`src/rtl/mem_port_arbiter.sv`:
```
// Shares one single-port SRAM between IM fetches and DM loads/stores. Grants come 1 cycle after the request and read data MEM_LAT+2 cycles after it.
// One access is outstanding at a time. A request is not accepted while busy, and the requester holds req until it sees gnt.
module mem_port_arbiter #(
  parameter int ADDR_W        = 12,
  parameter int DATA_W        = 32,
  parameter int MEM_LAT       = 1,
  parameter int MAX_DM_STREAK = 4
) (
  input  logic              clk,
  input  logic              rst,
  input  logic              im_req_i,
  input  logic [ADDR_W-3:0] im_addr_i,
  output logic              im_gnt_o,
  output logic              im_rvalid_o,
  output logic [DATA_W-1:0] im_rdata_o,
  input  logic              dm_req_i,
  input  logic              dm_we_i,
  input  logic [ADDR_W-1:0] dm_addr_i,
  input  logic [DATA_W-1:0] dm_wdata_i,
  output logic              dm_gnt_o,
  output logic              dm_rvalid_o,
  output logic [DATA_W-1:0] dm_rdata_o,
  output logic              mem_en_o,
  output logic              mem_we_o,
  output logic [ADDR_W-1:0] mem_addr_o,
  output logic [DATA_W-1:0] mem_wdata_o,
  input  logic [DATA_W-1:0] mem_rdata_i
);

  typedef enum logic [1:0] {IDLE, ISSUE, WAIT} state_t;

  localparam logic [3:0] STREAK_MAX = 4'(MAX_DM_STREAK);

  state_t              state_q, state_d;
  logic [3:0]          streak_q, streak_d;
  logic [2:0]          wait_q, wait_d;
  logic                owner_dm_q, owner_dm_d;
  logic                im_gnt_q, im_gnt_d, dm_gnt_q, dm_gnt_d;
  logic                im_rvalid_q, im_rvalid_d, dm_rvalid_q, dm_rvalid_d;
  logic [DATA_W-1:0]   im_rdata_q, im_rdata_d, dm_rdata_q, dm_rdata_d;
  logic                mem_en_q, mem_en_d, mem_we_q, mem_we_d;
  logic [ADDR_W-1:0]   mem_addr_q, mem_addr_d;
  logic [DATA_W-1:0]   mem_wdata_q, mem_wdata_d;
  logic                grant_im;

  always_comb begin
    state_d     = state_q;
    streak_d    = streak_q;
    wait_d      = wait_q;
    owner_dm_d  = owner_dm_q;
    im_gnt_d    = 1'b0;
    dm_gnt_d    = 1'b0;
    im_rvalid_d = 1'b0;
    dm_rvalid_d = 1'b0;
    im_rdata_d  = im_rdata_q;
    dm_rdata_d  = dm_rdata_q;
    mem_en_d    = 1'b0;
    mem_we_d    = 1'b0;
    mem_addr_d  = '0;
    mem_wdata_d = '0;
    grant_im    = im_req_i && (!dm_req_i || streak_q == STREAK_MAX);
    case (state_q)
      IDLE: begin
        if (im_req_i || dm_req_i) begin
          state_d  = ISSUE;
          mem_en_d = 1'b1;
          if (grant_im) begin
            im_gnt_d   = 1'b1;
            owner_dm_d = 1'b0;
            mem_addr_d = {im_addr_i, 2'b00};
            streak_d   = '0;
          end else begin
            dm_gnt_d    = 1'b1;
            owner_dm_d  = 1'b1;
            mem_we_d    = dm_we_i;
            mem_addr_d  = dm_addr_i;
            mem_wdata_d = dm_wdata_i;
            // A DM win only counts against a fetch that is actually waiting.
            if (!im_req_i)                 streak_d = '0;
            else if (streak_q != STREAK_MAX) streak_d = streak_q + 4'd1;
          end
        end
      end
      ISSUE: begin
        if (mem_we_q) begin
          state_d = IDLE;
        end else begin
          state_d = WAIT;
          wait_d  = 3'(MEM_LAT);
        end
      end
      WAIT: begin
        wait_d = wait_q - 3'd1;
        if (wait_q == 3'd1) begin
          state_d = IDLE;
          if (owner_dm_q) begin
            dm_rvalid_d = 1'b1;
            dm_rdata_d  = mem_rdata_i;
          end else begin
            im_rvalid_d = 1'b1;
            im_rdata_d  = mem_rdata_i;
          end
        end
      end
      default: state_d = IDLE;
    endcase
  end

  always_ff @(posedge clk) begin
    if (rst) begin
      state_q     <= IDLE;
      streak_q    <= '0;
      wait_q      <= '0;
      owner_dm_q  <= 1'b0;
      im_gnt_q    <= 1'b0;
      dm_gnt_q    <= 1'b0;
      im_rvalid_q <= 1'b0;
      dm_rvalid_q <= 1'b0;
      im_rdata_q  <= '0;
      dm_rdata_q  <= '0;
      mem_en_q    <= 1'b0;
      mem_we_q    <= 1'b0;
      mem_addr_q  <= '0;
      mem_wdata_q <= '0;
    end else begin
      state_q     <= state_d;
      streak_q    <= streak_d;
      wait_q      <= wait_d;
      owner_dm_q  <= owner_dm_d;
      im_gnt_q    <= im_gnt_d;
      dm_gnt_q    <= dm_gnt_d;
      im_rvalid_q <= im_rvalid_d;
      dm_rvalid_q <= dm_rvalid_d;
      im_rdata_q  <= im_rdata_d;
      dm_rdata_q  <= dm_rdata_d;
      mem_en_q    <= mem_en_d;
      mem_we_q    <= mem_we_d;
      mem_addr_q  <= mem_addr_d;
      mem_wdata_q <= mem_wdata_d;
    end
  end

  assign im_gnt_o    = im_gnt_q;
  assign dm_gnt_o    = dm_gnt_q;
  assign im_rvalid_o = im_rvalid_q;
  assign dm_rvalid_o = dm_rvalid_q;
  assign im_rdata_o  = im_rdata_q;
  assign dm_rdata_o  = dm_rdata_q;
  assign mem_en_o    = mem_en_q;
  assign mem_we_o    = mem_we_q;
  assign mem_addr_o  = mem_addr_q;
  assign mem_wdata_o = mem_wdata_q;

endmodule

```
`config.mk`:
```
export PLATFORM = sky130hd
export DESIGN_NAME = mem_port_arbiter
export DESIGN_NICKNAME = d
export VERILOG_FILES = /design/src/rtl/mem_port_arbiter.sv
export SDC_FILE = /design/constraint.sdc
export NUM_CORES = 1
export LEC_CHECK = 0
export ABC_AREA = 1
export CAP_MARGIN = 0
export CORE_ASPECT_RATIO = 1.4
export CORE_MARGIN = 3
export CORE_UTILIZATION = 30
export DETAILED_ROUTE_END_ITERATION = 6
export GPL_ROUTABILITY_DRIVEN = 0
export GPL_TIMING_DRIVEN = 1
export SLEW_MARGIN = 20
export SYNTH_ARGS = -nofsm -noshare
export SYNTH_HDL_FRONTEND = slang
export SYNTH_SLANG_ARGS = --single-unit
```
`constraint.sdc`:
```
create_clock -name clk -period 1.41 [get_ports clk]
set_input_delay 0.141 -clock clk [delete_from_list [all_inputs] [get_ports clk]]
set_output_delay 0.141 -clock clk [all_outputs]
set_load 0.02 [all_outputs]
```
==> summary.txt <==
Run status
  – Status: finished, final reports clean

Setup path
  – Reg2reg start: wait_q[1]$_SDFFE_PP0P_
  – Crit path largest cell delay: 0.32 ns
  – CP Launch Type: flop
  – R2r endpoint: dm_rdata_o[2]$_SDFFE_PP0P_
  – CP max FO: 16
  – CP arrival: 1.67 ns
  – Most used cell, CP: nor2_1
  – Crit path buffers/inverters: 3
  – CP delay by family, top: simple AND/OR/NAND/NOR gates
  – Critical path type: reg -> reg
  – FF-to-FF path depth: 8
  – Worst R2R Setup Slack: 0.03 ns
  – Setup crit end kind: flop
  – CP Data Required Time: 1.70 ns
  – Slowest cell on the critical path: dfxtp_1
  – Critical path, cell by cell: inv_2 -> ha_4 -> nand3_4 -> nor2_4 -> inv_4 -> clkbuf_16 -> nor2_1 -> nor2_1

Drt
  – Final antenna-violating net count: 0
  – Via Count: 4,060
  – DRC: 0
  – Initial DRT Pass Iterations: 4
  – Total Routed Length: 13,500 um
  – DR vias/cell: 4.31
  – Routed len/inst: 14.3 um
  – Starting DRC count in detailed routing: 116

STA
  – Final slew viol count: 0
  – Finish-stage setup viols: 0
  – Clk_skew: 0.00915 ns
  – Fin crit period: 1.38 ns
  – Fmax achieved: 725 MHz
  – RSZ-0062 raised after global routing: true
  – Slew HR: 83.1%
  – Worst Tran Pin Value: 0.252 ns
  – Final hold vios: 0
  – Final Cycle Share: 97.8%

Layout
  – Diode count: 0
  – Layout Cells excl Fill: 941
  – FILL cells: 1,359
  – Final #Nets: 838
  – Layout cells sized above 1: 14.9%
  – Layout area overhead: 72.9%

CTS
  – Worst-Skew Late Latency: 0.39 ns
  – CTS Hold Bufs: 0
  – CTS sink count: 124
  – Clock slew at reported path FFs: 0.05 ns
  – TritonCTS Buffers: 17
  – CTS root buffer: clkbuf_16
  – Max Buffers Root-to-Sink: 2
  – TritonCTS clock tree: yes
  – H-tree levels: 4

Synthesis
  – Syn Std Cell Area: 4330 um^2
  – Synth top area share: 57.4%
  – Async SR Flop Fraction: 0%
  – Number of synthesized flops with an enable pin: 0
  – FF+latch count, synth: 124
  – Syn Area/Cell: 8.43 um^2
  – Cells after Synth: 513
  – Top_reg_cell synth: dfxtp_1
  – Netlist cell types: 22
  – Largest area contributor in the netlist: dfxtp_1
  – Yosys Warn Count: 0
  – Post-synthesis sequential area ratio: 57.4%
  – Top post-synthesis cells by area: dfxtp_1, o21ai_0, nor2_1
  – Syn Nets: 608

Power and ir drop
  – Pleak: 3.65 nW
  – Total power: 0.00943 W
  – Pwr Density: 1260 nW/um^2
  – Maximum vdd ir drop: 617 uV

Placed design
  – Hpwl dp: 8560 um
  – I/O Buffers: 204
  – Dpl cells: 896

Global route
  – Tot GR Track Use: 14.8%
  – Vias in the first global route: 3,944
  – First-pass GRT wire length: 18,900 um
  – Initial antenna violation count: 0
  – Grt total ovfl: 0
  – Largest net degree at the start of global routing: 66

Floorplan
  – Die area: 15,900 um^2
  – # IOs: 205
  – Die Height: 148 um
  – DIE WIDTH: 107 um
  – Initial core utilization: 30.8%
  – Site Rows: 51
  – Core Box Area: 14,000 um^2

Run
  – Max Cap Viol: 0

Min path
  – Hold Crit Class: in -> reg
  – Hold depth: 3
  – Min-Delay Startpoint: dm_wdata_i[3]
  – Hold Path Sink: mem_wdata_o[3]$_SDFF_PP0_
==> cells in the mapped netlist (3+ instances only) <==
cell type,number
inv_2,4
nor2_2,10
nand2_1,44
o21ai_0,68
ha_1,4
nor2_1,88
dfxtp_1,124
clkbuf_1,7
a21oi_1,37
buf_4,3
buf_2,12
nand3_1,11
inv_1,79
nor2_4,11
==> layout make-up <==
class | count | area [um^2] | share of cell area, %
sequential | 124 | 2490 | 33.3
timing repair buffer | 236 | 2340 | 31.3
multi-input combinational | 280 | 1470 | 19.7
inverter | 83 | 320 | 4.28
clock inverter | 11 | 168 | 2.24
clock buffer | 21 | 450 | 6.02
tap | 185 | 231 | 3.09
timing repair inverter | 1 | 7.51 | 0.100
==> registers in the layout, summed over array words and instances, names as in the netlist <==
| name | count |
|---|---|
| mem_we_o | 1 |
| streak_q | 4 |
| dm_gnt_o | 1 |
| im_rdata_o | 32 |
| dm_rvalid_o | 1 |
| dm_rdata_o | 32 |
| im_rvalid_o | 1 |
| wait_q | 3 |
| mem_addr_o | 12 |
| state_q | 2 |
| mem_wdata_o | 32 |
| im_gnt_o | 1 |
| mem_en_o | 1 |
| owner_dm_q | 1 |
==> cell usage in the layout (no fill, tap or decap), types with 20 or more instances in the layout <==
cell type,Yosys,final
o21ai_0,68,48
dfxtp_1,124,122
clkbuf_16,0,23
nand2_1,44,40
o21ai_1,0,20
inv_1,79,75
a21oi_1,37,37
dlygate4sd2_1,0,114
nor2_1,88,81
clkdlybuf4s50_1,0,90
==> power by group <==
group / internal [W] / switching, W
logic: 0.000565 / 0.000613
registers: 0.00366 / 0.0000601
clock network: 0.00300 / 0.00153
==> cell families (layout without fill, tap and decap cells) <==
kind of cell | Yosys count | in the layout | share of synthesized area, %
buffers and inverters | 109 | 352 | 11.2
XOR/XNOR | 1 | 1 | 0.202
adder cells (fa/ha/maj) | 4 | 4 | 1.16
AO/OA/AOI/OAI | 107 | 107 | 12.5
flip-flops | 124 | 124 | 57.4
AND/OR/NAND/NOR | 168 | 168 | 17.6
==> metrics by stage <==
stage          cell area [um^2]  utilization [%]  hold slack (ns)    TNS, ns  setup WS [ns]
2_1_floorplan              4330                -            0.210          0          0.106
3_3_place_gp               6660             47.4            0.430      -6.06         -0.229
3_5_place_dp               6660             47.4            0.437      -8.65         -0.295
4_1_cts                    7170             51.1            0.252  -0.000816      -0.000816
5_1_grt                    7480             53.3            0.254     -0.793        -0.0636
6_report                   7480             53.3            0.272          0         0.0305
==> metal layers <==
metal	vias to the layer above	share of wire (%)	GRT usage, %
li1	2043	-	-
met4	0	1.4	4.61
met1	1856	39	16.9
met5	-	0	0
met2	145	52	25.3
met3	16	7.2	5.60
==> tightest hold or removal path, cell delays in order <==
cell and delay, ns:
clkdlybuf4s50_1 0.40, inv_1 0.05, nor2_1 0.03
==> worst max path at each step <==
stage | slack [ns] | end | start | cells after the start
floorplan | 0.11 | mem_wdata_o[13]$_SDFF_PP0_ | streak_q[0]$_SDFFE_PP0P_ | 9
global placement | -0.23 | mem_addr_o[2]$_SDFF_PP0_ | im_req_i | 6
detailed placement | -0.29 | mem_addr_o[6]$_SDFF_PP0_ | dm_req_i | 7
CTS | -0.0008 | mem_wdata_o[4]$_SDFF_PP0_ | streak_q[0]$_SDFFE_PP0P_ | 9
global route | -0.06 | mem_addr_o[5]$_SDFF_PP0_ | streak_q[0]$_SDFFE_PP0P_ | 10
finish | 0.03 | dm_rdata_o[2]$_SDFFE_PP0P_ | wait_q[1]$_SDFFE_PP0P_ | 8
==> what timing repair did <==
| action | CTS | global route |
|---|---|---|
| cloned | 1 | 8 |
| setup endpoints to repair | 157 | 107 |
| pin swaps | 0 | 6 |
| resized for setup | 123 | 48 |
| hold endpoints to repair | 0 | 0 |
| buffers inserted | 0 | 4 |
Note: power is estimated with default switching activity, not from simulation.
